## config.mk

```make
export PLATFORM = sky130hd
export DESIGN_NAME = ddr_burst_arbiter
export DESIGN_NICKNAME = d
export VERILOG_FILES = /design/src/rtl/ddr_burst_arbiter.sv
export SDC_FILE = /design/constraint.sdc
export NUM_CORES = 1
export LEC_CHECK = 0
export BUFFER_PORTS_ARGS = -buffer_cell sky130_fd_sc_hd__clkbuf_2
export CAP_MARGIN = 20
export CORE_AREA = 2 2 222 224
export DETAILED_ROUTE_END_ITERATION = 16
export DIE_AREA = 0 0 224 226
export HOLD_SLACK_MARGIN = 0.08
export PLACE_DENSITY_LB_ADDON = 0.2
export SLEW_MARGIN = 20
export SYNTH_ARGS = -nofsm -noshare
export SYNTH_HDL_FRONTEND = slang
export SYNTH_SLANG_ARGS = --single-unit
```

## constraint.sdc

```tcl
create_clock -name clkddr -period 3.58 [get_ports clkddr]
set_input_delay 0.716 -clock clkddr [delete_from_list [all_inputs] [get_ports clkddr]]
set_output_delay 0.716 -clock clkddr [all_outputs]
set_load 0.01 [all_outputs]
```

## src/rtl/ddr_burst_arbiter.sv

```systemverilog
// ddr_burst_arbiter: round-robin burst arbiter sharing one DDR port between NUM_REQ requesters
module ddr_burst_arbiter #(
  parameter int         NUM_REQ  = 3,
  parameter logic [3:0] DDR_BASE = 4'b0011
) (
  input  logic                  clkddr,
  input  logic                  reset,
  input  logic [NUM_REQ-1:0]    req_valid,
  input  logic [NUM_REQ-1:0]    req_write,
  input  logic [NUM_REQ*29-1:0] req_addr,
  input  logic [NUM_REQ*8-1:0]  req_burstcnt,
  input  logic [NUM_REQ*64-1:0] req_wdata,
  output logic [NUM_REQ-1:0]    req_grant,
  output logic [NUM_REQ-1:0]    req_wbeat,
  output logic [NUM_REQ-1:0]    req_rvalid,
  output logic [NUM_REQ-1:0]    req_done,
  output logic [63:0]           rdata,
  input  logic                  ddr_busy,
  input  logic [63:0]           ddr_rdata,
  input  logic                  ddr_rdata_ready,
  output logic                  ddr_acquire,
  output logic                  ddr_read,
  output logic                  ddr_write,
  output logic [28:0]           ddr_addr,
  output logic [7:0]            ddr_burstcnt,
  output logic [63:0]           ddr_wdata,
  output logic [7:0]            ddr_byteenable
);
  localparam int IW = $clog2(NUM_REQ);
  localparam logic [2:0] IDLE  = 3'd0;
  localparam logic [2:0] ISSUE = 3'd1;
  localparam logic [2:0] RDATA = 3'd2;
  localparam logic [2:0] WDATA = 3'd3;
  localparam logic [2:0] DONE  = 3'd4;
  logic [2:0]         state;
  logic [IW-1:0]      sel, rr, pick;
  logic [NUM_REQ-1:0] sel_oh, pick_oh;
  logic               found, take, wr, unused_addr;
  logic [7:0]         cnt, bc;
  function automatic logic [IW-1:0] nxt(input logic [IW-1:0] p, input int k);
    return IW'((int'(p) + k) % NUM_REQ);
  endfunction
  // scan downwards so the nearest index after the rr pointer wins
  always_comb begin
    pick = rr;
    found = 1'b0;
    for (int k = NUM_REQ; k >= 1; k--)
      if (req_valid[nxt(rr, k)]) begin
        pick = nxt(rr, k);
        found = 1'b1;
      end
  end
  assign bc             = req_burstcnt[pick*8 +: 8];
  assign take           = state == IDLE && found && !reset;
  assign pick_oh        = NUM_REQ'(1) << pick;
  assign sel_oh         = NUM_REQ'(1) << sel;
  assign req_grant      = take ? pick_oh : '0;
  assign req_done       = state == DONE ? sel_oh : (take && bc == 8'd0 ? pick_oh : '0);
  assign req_wbeat      = state == WDATA && !ddr_busy ? sel_oh : '0;
  assign ddr_acquire    = state == ISSUE || state == RDATA || state == WDATA;
  assign ddr_read       = state == ISSUE && !wr;
  assign ddr_write      = state == WDATA;
  assign ddr_wdata      = ddr_write ? req_wdata[sel*64 +: 64] : '0;
  assign ddr_byteenable = 8'hff;
  assign unused_addr    = ^req_addr;
  always_ff @(posedge clkddr)
    if (reset) begin
      state        <= IDLE;
      rr           <= IW'(NUM_REQ - 1);
      sel          <= '0;
      wr           <= 1'b0;
      cnt          <= '0;
      ddr_addr     <= '0;
      ddr_burstcnt <= '0;
      rdata        <= '0;
      req_rvalid   <= '0;
    end else begin
      req_rvalid <= '0;
      case (state)
        IDLE: if (found) begin
          sel          <= pick;
          rr           <= pick;
          wr           <= req_write[pick];
          ddr_addr     <= {DDR_BASE, req_addr[pick*29+3 +: 25]};
          ddr_burstcnt <= bc;
          cnt          <= bc;
          state        <= bc == 8'd0 ? IDLE : ISSUE;
        end
        ISSUE: state <= wr ? WDATA : (ddr_busy ? ISSUE : RDATA);
        RDATA: if (ddr_rdata_ready) begin
          rdata      <= ddr_rdata;
          req_rvalid <= sel_oh;
          cnt        <= cnt - 8'd1;
          state      <= cnt == 8'd1 ? DONE : RDATA;
        end
        WDATA: if (!ddr_busy) begin
          cnt   <= cnt - 8'd1;
          state <= cnt == 8'd1 ? DONE : WDATA;
        end
        default: state <= IDLE;
      endcase
    end
endmodule

```

==> flow_summary.ini <==
[status]
outcome = complete, but fails checks
violations = setup timing

[worst_setup_path]
crit_required_ns = 2.86
crit_buf_inv = 1
crit_chain = ha_4 > mux2i_4 > or3b_1 > a221o_1 > nand4_1 > o211ai_1 > or4_4 > o31ai_2 > buf_2
path_class = reg2out
crit_fanout = 6
cp_top_family = simple AND/OR/NAND/NOR gates
slowest_delay_ns = 0.60
startpoint_type = flop
critPathArrivalTime_ns = 3.19
critPathCaptureType = output port
critPathSlowestCell = or4_4

[cts]
cts.reportedPaths.clkPinSlew_ns = 0.06
cts_hold_buf = 0
cts_sinks = 116
root_buffer = clkbuf_16
htree_levels = 4
cts_made_buffers = 17
cts_buffer_depth = 2
cts_tree = built
insertion_delay_ns = 0.46

[global_route]
grt.total_usage_pct = 12.5
antenna_found_initial = 0
grt_pass1_vias = 8655
grt_start_max_net_pins = 70
gr-total-overflow = 0
grt_pass1_wl_um = 48700

[logic_synthesis]
ys_seq_area_share_pct = 32.8
synth_warnings = 0
avgSynthCellArea_um2 = 7.23
ys_top_cells_by_count = 183 x nor2_1, 146 x nand2_1, 142 x a21oi_1
synth_seq_cells = 116
synth.most_common_cell = nor2_1
synth_flop_cell = dfxtp_1
synthesis.area_um2 = 7090
synth_edf_count = 0
synth_top_cell_by_area = dfxtp_1
syn_inst = 980
synth.area.top_cells = dfxtp_1 33%, a21oi_1 10%, nor2_1 9.7%
async_flop_share_pct = 0
synth_cell_type_count = 59
netlist.area_leader.share_pct = 32.8

[die]
die_h_um = 226
die_w_um = 224
rows = 81
dieArea_um2 = 50600
core_um2 = 48300
initial_utilization_pct = 14.7
io_pins = 565

[pwr]
power_w = 0.00840
powerDensity_nw_per_um2 = 735
p_leak_nw = 5.32
ir_drop_mv = 0.341

[timing]
rsz0062_at_grt = true
worst_slew_pin_slew_ns = 0.780
clock.fmax_mhz = 256
clock_skew_ns = 0.0213
min_period_over_period_pct = 109
drv_slew = 0
setup_viol = 3
max-slew-margin-rel_pct = 48.0
setup_ws_ns = -0.325
timing.hold.ws_ns = 0.451
period_minus_slack_ns = 3.90
finalHoldViolations = 0

[final_layout]
utilization_pct = 23.7
syn_to_final_growth_pct = 61.4
drive_gt1_share_pct = 45.1
layout.nets = 1888
final_cell_area_um2 = 11400

[min_path]
hold_class = reg2reg

[routing]
drcViolationCount = 0
viasPerCell = 4.11
routed_wl_um = 32700
wire_per_inst_um = 15.3
vias = 8795
drtIter0Drc = 410
firstDrtPassIters = 5
antenna_left = 0

[run]
drv_cap = 0

[placed_design]
dpl_cell_area_um2 = 10600
dp_slack_ns = -0.157
place.gp.congestion = 0.802
post-dp-hpwl_um = 25500
portBuffers = 542
## state kept, by name, indices dropped and copies added, names as in the netlist
signal        count
ddr_addr         26
sel               2
rdata            64
ddr_burstcnt      8
req_rvalid        3
cnt               8
wr                1
state             3
rr                1
## where the power goes
group | switching [W] | leakage, nW | internal [W]
combinational | 0.00263 | 4.06 | 0.00209
clock | 0.000649 | 0.314 | 0.00126
sequential | 0.000218 | 0.949 | 0.00156
## cell type report
class | instances | area [um^2]
Fill cell | 5479 | 36900
Multi-Input combinational cell | 758 | 4460
Timing Repair Buffer | 595 | 3160
Sequential cell | 116 | 2330
Tap cell | 622 | 778
Clock buffer | 22 | 464
Clock inverter | 10 | 178
Inverter | 17 | 66.3
Antenna cell | 1 | 2.50
## final timing paths
check / depth (start not counted) / slack (ns) / endpoint / from
min reg2reg: 2 / 0.45 / rdata[44] / rdata[44]
min: 2 / 0.45 / rdata[44] / rdata[44]
max reg2reg: 18 / 0.19 / cnt[7] / sel[0]
max: 9 / -0.32 / req_done[2] / sel[0]
## worst register-to-register path, stage by stage (launching register included)
cell	delay (ns)
dfxtp_4	0.37
ha_4	0.18
mux2i_4	0.19
or3b_1	0.38
a221o_1	0.39
nand4_1	0.14
o211ai_1	0.12
buf_4	0.15
buf_4	0.12
buf_4	0.12
buf_4	0.12
buf_4	0.12
buf_4	0.12
buf_4	0.12
buf_4	0.12
buf_4	0.12
buf_4	0.15
a22oi_2	0.15
o22ai_1	0.10
## metrics by stage
step           instances  TNS (ns)
2_1_floorplan        988    -0.131
3_3_place_gp        2097    -0.353
3_5_place_dp        2097    -0.455
4_1_cts             2145     -1.19
5_1_grt             2140     -1.54
6_report            2141    -0.929
## what timing repair did
| action | in CTS | in global routing |
|---|---|---|
| cloned | 0 | 0 |
| endpoints found under the setup margin | 6 | 8 |
| pin swaps | 7 | 9 |
| buffers inserted | 16 | 1 |
| resized for setup | 22 | 12 |
## cell families after synthesis
family | count (synthesis) | synth area share, %
AOI/OAI and AO/OA | 252 | 22.0
adders and majority gates | 6 | 1.06
buffers and inverters | 114 | 6.88
DFF | 116 | 32.8
muxes | 95 | 13.9
other | 2 | 0.106
and+or+nand+nor | 395 | 23.3
## per-layer routing
layer / wire length (um) / track usage, % / vias to the layer above
met5: 0 / 0 / -
met4: 680 / 5.03 / 0
met3: 2000 / 2.89 / 31
met2: 16000 / 21.1 / 305
met1: 14000 / 15.2 / 4013
li1: - / - / 4446
## cells in the final DEF (no fill, tap or decap), types with 3 or more instances in the layout
cell	Yosys	layout
a311oi_1	3	3
nor2_1	183	181
dfxtp_1	116	113
nor3_1	12	11
nand4_1	10	10
a22oi_1	29	28
a211oi_1	30	30
conb_1	2	10
nand3_1	9	9
clkbuf_2	0	538
buf_12	0	3
bufinv_16	0	5
clkinv_2	0	4
nand2_1	146	144
mux2_2	27	27
o211ai_1	8	8
buf_4	12	49
nand2b_1	6	5
clkbuf_16	0	17
inv_1	17	15
o21ai_0	8	8
buf_2	6	3
ha_1	6	3
a31oi_1	3	3
and3_1	5	5
o32ai_1	5	5
clkbuf_1	68	3
mux2i_1	68	66
a21oi_1	142	141
No activity file was read; power rests on OpenSTA's default activity.
